===== src/rtl/tiny_alu_arbiter.sv =====
// Round-robin arbiter sharing one tiny_alu among NUM_REQ requesters.
// One operation in flight; no-ops complete locally, a watchdog ends ALU hangs.
module tiny_alu_arbiter #(
  parameter int NUM_REQ        = 4,
  parameter int DATA_W         = 8,
  parameter int OP_W           = 3,
  parameter int TIMEOUT_CYCLES = 16
) (
  input  logic                      clk_i,
  input  logic                      reset_i,
  input  logic [NUM_REQ-1:0]        req_valid_i,
  output logic [NUM_REQ-1:0]        req_ready_o,
  input  logic [NUM_REQ*DATA_W-1:0] req_a_i,
  input  logic [NUM_REQ*DATA_W-1:0] req_b_i,
  input  logic [NUM_REQ*OP_W-1:0]   req_op_i,
  output logic [NUM_REQ-1:0]        rsp_valid_o,
  output logic [2*DATA_W-1:0]       rsp_result_o,
  output logic                      rsp_error_o,
  output logic                      alu_start_o,
  output logic [OP_W-1:0]           alu_op_o,
  output logic [DATA_W-1:0]         alu_a_o,
  output logic [DATA_W-1:0]         alu_b_o,
  input  logic                      alu_done_i,
  input  logic [2*DATA_W-1:0]       alu_result_i
);

  // state | meaning
  // IDLE  | arbitrating, ready offered to the granted requester
  // BUSY  | start held high, waiting for done or watchdog
  // RESP  | one-cycle response strobe to the owner
  typedef enum logic [1:0] {IDLE, BUSY, RESP} state_t;

  localparam int ID_W  = (NUM_REQ > 1) ? $clog2(NUM_REQ) : 1;
  localparam int CNT_W = $clog2(TIMEOUT_CYCLES + 1);
  localparam logic [ID_W:0]    NUM_REQ_X = (ID_W+1)'(NUM_REQ);
  localparam logic [ID_W-1:0]  LAST_ID   = ID_W'(NUM_REQ - 1);
  localparam logic [CNT_W-1:0] CNT_LAST  = CNT_W'(TIMEOUT_CYCLES - 1);
  localparam logic [OP_W-1:0]  OP_NOP    = '0;

  state_t              state, state_nxt;
  logic [ID_W-1:0]     rr_ptr, owner, grant_id;
  logic                grant_vld;
  logic [ID_W:0]       probe;
  logic [OP_W-1:0]     op_q, sel_op;
  logic [DATA_W-1:0]   a_q, b_q, sel_a, sel_b;
  logic [CNT_W-1:0]    cnt;
  logic [2*DATA_W-1:0] result_q;
  logic                error_q;
  logic                timeout;
  logic                transfer;

  // Descending scan so the requester closest to rr_ptr wins.
  always_comb begin
    grant_vld = 1'b0;
    grant_id  = '0;
    probe     = '0;
    for (int i = NUM_REQ - 1; i >= 0; i--) begin
      probe = {1'b0, rr_ptr} + (ID_W+1)'(i);
      if (probe >= NUM_REQ_X) probe = probe - NUM_REQ_X;
      if (req_valid_i[probe[ID_W-1:0]]) begin
        grant_vld = 1'b1;
        grant_id  = probe[ID_W-1:0];
      end
    end
  end

  always_comb begin
    sel_op = '0;
    sel_a  = '0;
    sel_b  = '0;
    for (int i = 0; i < NUM_REQ; i++) begin
      if (grant_id == ID_W'(i)) begin
        sel_op = req_op_i[i*OP_W +: OP_W];
        sel_a  = req_a_i[i*DATA_W +: DATA_W];
        sel_b  = req_b_i[i*DATA_W +: DATA_W];
      end
    end
  end

  assign transfer = (state == IDLE) && grant_vld;
  assign timeout  = (cnt == CNT_LAST);

  always_ff @(posedge clk_i or posedge reset_i) begin
    if (reset_i) state <= IDLE;
    else         state <= state_nxt;
  end

  always_comb begin
    state_nxt = state;
    case (state)
      IDLE: if (grant_vld) state_nxt = (sel_op == OP_NOP) ? RESP : BUSY;
      BUSY: if (alu_done_i || timeout) state_nxt = RESP;
      RESP: state_nxt = IDLE;
      default: state_nxt = IDLE;
    endcase
  end

  always_comb begin
    req_ready_o  = '0;
    rsp_valid_o  = '0;
    rsp_result_o = '0;
    rsp_error_o  = 1'b0;
    alu_start_o  = 1'b0;
    alu_op_o     = '0;
    alu_a_o      = '0;
    alu_b_o      = '0;
    case (state)
      IDLE: if (grant_vld) req_ready_o[grant_id] = 1'b1;
      BUSY: begin
        alu_start_o = 1'b1;
        alu_op_o    = op_q;
        alu_a_o     = a_q;
        alu_b_o     = b_q;
      end
      RESP: begin
        rsp_valid_o[owner] = 1'b1;
        rsp_result_o       = result_q;
        rsp_error_o        = error_q;
      end
      default: ;
    endcase
  end

  always_ff @(posedge clk_i or posedge reset_i) begin
    if (reset_i) begin
      rr_ptr   <= '0;
      owner    <= '0;
      op_q     <= '0;
      a_q      <= '0;
      b_q      <= '0;
      cnt      <= '0;
      result_q <= '0;
      error_q  <= 1'b0;
    end else if (transfer) begin
      owner    <= grant_id;
      op_q     <= sel_op;
      a_q      <= sel_a;
      b_q      <= sel_b;
      rr_ptr   <= (grant_id == LAST_ID) ? '0 : grant_id + 1'b1;
      cnt      <= '0;
      result_q <= '0;
      error_q  <= 1'b0;
    end else if (state == BUSY) begin
      cnt <= cnt + 1'b1;
      // done takes precedence over a coincident watchdog expiry
      if (alu_done_i) begin
        result_q <= alu_result_i;
        error_q  <= 1'b0;
      end else if (timeout) begin
        result_q <= '0;
        error_q  <= 1'b1;
      end
    end
  end

endmodule


===== config.mk =====
export PLATFORM = sky130hd
export DESIGN_NAME = tiny_alu_arbiter
export DESIGN_NICKNAME = d
export VERILOG_FILES = /design/src/rtl/tiny_alu_arbiter.sv
export SDC_FILE = /design/constraint.sdc
export NUM_CORES = 1
export LEC_CHECK = 0
export ABC_CLOCK_PERIOD_IN_PS = 3050
export CAP_MARGIN = 15
export CORE_ASPECT_RATIO = 1.4
export CORE_MARGIN = 4
export CORE_UTILIZATION = 41
export DETAILED_ROUTE_END_ITERATION = 6
export HOLD_SLACK_MARGIN = 0.08
export PLACE_DENSITY = 0.81
export REMOVE_ABC_BUFFERS = 1
export SETUP_SLACK_MARGIN = 0.2
export SLEW_MARGIN = 20
export SYNTH_ARGS = -nofsm -noshare
export SYNTH_HDL_FRONTEND = slang
export SYNTH_SLANG_ARGS = --single-unit

===== constraint.sdc =====
create_clock -name clk_i -period 3.05 [get_ports clk_i]
set_input_delay 0.61 -clock clk_i [delete_from_list [all_inputs] [get_ports clk_i]]
set_output_delay 0.61 -clock clk_i [all_outputs]
set_load 0.1 [all_outputs]

==> results.env <==
PIN_COUNT_OF_THE_BIGGEST_NET_ENTERING_GLOBAL_ROUTING=48
YS.FLOP_TYPE='sky130_fd_sc_hd__dfrtp_1'
SYNTH_CELLS=318
WORST_HOLD_PATH_TYPE='register to register'
SYNTHSIMPLEGATEAREAFRAC_PCT=19.1
CRITPATHLAUNCHTYPE='input port'
FIN_CRIT_SHARE_PCT=88.0
POST-ROUTE-WORST-SETUP-SLACK_PS=366
GLOBALROUTE.TOTALOVERFLOW=0
CRITICAL_PATH.REG2REG.ENDPOINT='state[0]'
AVGVIACOUNTPERCELL=5.33
YOSYS_WARNINGS=0
TOTAL_SWITCHING_POWER_W=0.00278
WORSTHOLDPATHCELLS=2
SHARE_OF_SYNTHESIZED_CELL_AREA_IN_FULL_ADDER_HALF_ADDER_AND_MAJORITY_CELLS_PCT=2.55
SYNTH.LIB_CELLS_USED.DISTINCT=38
CAP_VIOLATIONS=0
WORST-SLEW-PIN-TRANSITION_PS=832
IR_DROP_mV=0.501
DETAIL-ROUTE-ANTENNA-NETS=0
WORSTSETUPPATHTYPE='input port to output port'
HOLD_VIOL_FINAL=0
NNETSFINAL=569
SYNTH_AREA_LEADERS='sky130_fd_sc_hd__dfrtp_1, sky130_fd_sc_hd__and2_1, sky130_fd_sc_hd__a21oi_2'
SHARE_SEQ_OF_TOTAL_POWER_PCT=20.8
FINAL.SETUP_SKEW_PS=8.67
ANTENNA-DIODE-COUNT=0
GRT_SETUP_UNREPAIRED='no'
DRT-INITIAL-DRC-COUNT=148
YOSYS-MUX-AREA-FRACTION_PCT=1.06
DRT_PRE_ANTENNA_ITERS=4
CHIPWIDTH_UM=79.6
LAYOUT.FILLER_CELLS=519
CRITPATHARRIVALTIME_PS=2070
LAYOUT_MIN_CYCLE_TIME_PS=2680
LAYOUTNONFILLERINSTCOUNT=560
LIBRARY_CELL_OCCUPYING_THE_MOST_AREA_IN_THE_POST_SYNTHESIS_NETLIST='sky130_fd_sc_hd__dfrtp_1'
POWER.SHARE.COMBINATIONAL_PCT=71.9
WL_PER_CELL_UM=16.6
FLOORPLAN.CORE_AREA_SQ_MM=0.00698
ROUTE.VIAS.TOTAL=2985
SYNTHXORXNORAREAFRAC_PCT=0.297
CTS-ROOT-TO-SINK-BUFFERS=2
INTERNAL_POWER_W=0.00240
CTS_HOLD_REPAIR.BUFFERS=0
SYNTHESIS.AREA_PER_INSTANCE_SQ_UM=9.26
POWER_DENSITY_mW_PER_MM2=1050
DRC=0
POST-PLACE-WS_PS=-58.8
NUMBER_OF_STORAGE_ELEMENTS_IN_THE_SYNTHESIS_NETLIST=47
SYNTH_COMPOUND_AREA_SHARE_PCT=28.2
HOLDWS_PS=476
POST-ROUTE-UTIL_PCT=70.7
DIE_Y_UM=108
DRV_SLEW=0
POST-SYNTH-TOP-AREA-FRACTION_PCT=39.9
CP_DATA_REQUIRED_TIME_PS=2440
PIN_COUNT=144
CLKPWRFRAC_PCT=7.3
LEAKAGEPOWER_nW=2.17
MAPPEDNETLISTAREA_SQ_MM=0.00294
CRITICAL_PATH.ENDPOINT_TYPE='output port'
SYNTH_TOP_CELLS_BY_COUNT='sky130_fd_sc_hd__dfrtp_1, sky130_fd_sc_hd__and2_1, sky130_fd_sc_hd__a21oi_2'
ROWS=36
GRT_PASS1_VIAS=2945
CTS-BUFFERS-INSERTED=5
PLACED_CELLS=550
GRT_FIRST_PASS_WIRELENGTH_UM=14400
GPL.FINAL_WEIGHTED_CONGESTION=0.839
MOST_USED_STANDARD_CELL_BY_INSTANCE_COUNT_AFTER_SYNTHESIS='sky130_fd_sc_hd__dfrtp_1'
CLK_ROOT_BUFFER_CELL='sky130_fd_sc_hd__clkbuf_8'
NUMBER_OF_ENABLE_FLIP_FLOP_CELLS_AFTER_SYNTHESIS=0
STARTPOINT_OF_THE_WORST_REGISTER_TO_REGISTER_PATH='rr_ptr[1]'
CTS.CLK_SLEW.WORST_PATHS_PS=90
CP_MAX_FO=4
YS_ASYNC_SR_FRACTION_PCT=100
BUFFER_PORTS.INSERTED=143
CTS.HTREE.LEVELS=2
LARGEST_FAMILY_OF_LOGIC_CELLS_BY_SYNTHESIZED_AREA='compound AO/OA/AOI/OAI gates'
SETUP.WORST_PATH.START='req_valid_i[1]'
TRITONCTS='built'
FLOORPLAN.INITIALDENSITY_PCT=42.2
ROUTED_WL_UM=9300
GRT_ANTENNA_BEFORE_REPAIR=0
AREA.GROWTH.SYNTH_TO_FINAL_PCT=67.7
DRIVE_GT1_SHARE_PCT=24.5
CRIT_END='req_ready_o[0]'
SETUP-VIOLATIONS-FINAL=0
TIMING.SLEW.HEADROOM_PCT=44.5
GRT_UTIL_ALL_LAYERS_PCT=21.3
TIMING.REG2REG.WORST_PATH_DEPTH=10
REG2REG_SLACK_PS=580
DIE_AREA_SQ_MM=0.00862
WORSTSKEWPAIRLATENCY_PS=310
STATUS='finished clean'
SW_FRAC_OF_TOTAL_PCT=53.7
MAXIMUM_CLOCK_FREQUENCY_MHz=373
SYNTH_SEQUENTIAL_AREA_RATIO_PCT=39.9
CLOCK_SINK_COUNT=47
DP_HPWL_UM=7210
area by class of cell:
class	count	area [sq um]	share of cell area, %
multi-input combinational	220	1580	32.1
clock buffer	6	72.6	1.47
tap	95	119	2.41
clock inverter	2	12.5	0.253
sequential	47	1180	23.8
timing repair buffer	166	1880	38.1
inverter	24	91.3	1.85
state kept, by name, summed over array words and instances, names as in the netlist:
register	flops
error_q	1
b_q	8
cnt	5
owner	2
result_q	16
rr_ptr	2
state	2
a_q	8
op_q	3
worst max-delay path, cell delays in order:
cell,delay (ps)
sky130_fd_sc_hd__dlygate4sd2_1,330
sky130_fd_sc_hd__a21oi_1,70
sky130_fd_sc_hd__o21a_1,180
sky130_fd_sc_hd__o22ai_2,180
sky130_fd_sc_hd__buf_4,170
sky130_fd_sc_hd__ha_1,190
sky130_fd_sc_hd__and2_4,170
sky130_fd_sc_hd__buf_12,170
what timing repair did:
| action | in CTS | in global routing |
|---|---|---|
| setup endpoints to repair | 5 | 6 |
| pin swaps | 1 | 1 |
| buffers inserted | 1 | 1 |
| gates resized for setup | 11 | 6 |
power groups by stage:
stage / Clock [W] / Combinational (W) / Sequential (W)
after floorplan: 0 / 0.00251 / 0.00103
after global placement: 0 / 0.00360 / 0.00106
after detailed placement: 0 / 0.00366 / 0.00109
after CTS: 0.000388 / 0.00372 / 0.00107
after global routing: 0.000411 / 0.00395 / 0.00111
final: 0.000379 / 0.00372 / 0.00108
placed cells by master (no fill, tap or decap), drive strengths merged:
master and count:
nor3b 3, buf 68, o32ai 1, mux2 1, o22ai 2, dfrtp 47, o21a 1, mux2i 2
a211oi 5, xor2 1, and3 2, clkinv 2, a221oi 17, nor2b 4, nor4 1, dlygate4sd2 2
o21ai 9, o21ba 1, clkinvlp 1, a22o 16, or3 1, nand3b 2, nand2 18, nor2 22
a211o 16, dlymetal6s2s 2, ha 6, a21oi 38, clkbuf 6, inv 23, and3b 1, nand2b 3
clkdlybuf4s50 94, nand3 4, and2 40, nor3 3
worst min-delay path by stage:
| stage | slack [ps] | endpoint | from |
|---|---|---|---|
| after floorplan | 440 | op_q[2] | op_q[2] |
| after global placement | 450 | op_q[2] | op_q[2] |
| after detailed placement | 460 | op_q[0] | op_q[0] |
| after CTS | 480 | op_q[0] | op_q[0] |
| after global routing | 510 | result_q[0] | result_q[0] |
| final | 480 | op_q[0] | op_q[0] |
metrics by stage:
step                      setup TNS (ps)  area [sq um]  total power, W
after floorplan                    -1730          2770         0.00354
after global placement                 0          4770         0.00467
after detailed placement            -102          4770         0.00475
after CTS                              0          4900         0.00518
after global routing                   0          4940         0.00548
final                                  0          4940         0.00518
kinds of logic after synthesis:
group | after synthesis
AO/OA/AOI/OAI | 106
XOR/XNOR | 1
adder cells (fa/ha/maj) | 6
buffers and inverters | 51
flip-flops | 47
multiplexers | 3
AND/OR/NAND/NOR | 104
metal layers:
layer	share of wire [%]	global-route usage [%]	routed length (um)
met1	38	24.0	3570
met2	52	38.8	4820
met3	8.0	5.25	741
met4	1.9	7.25	175
met5	0	0	0
Power figures use the tool's default switching activity.
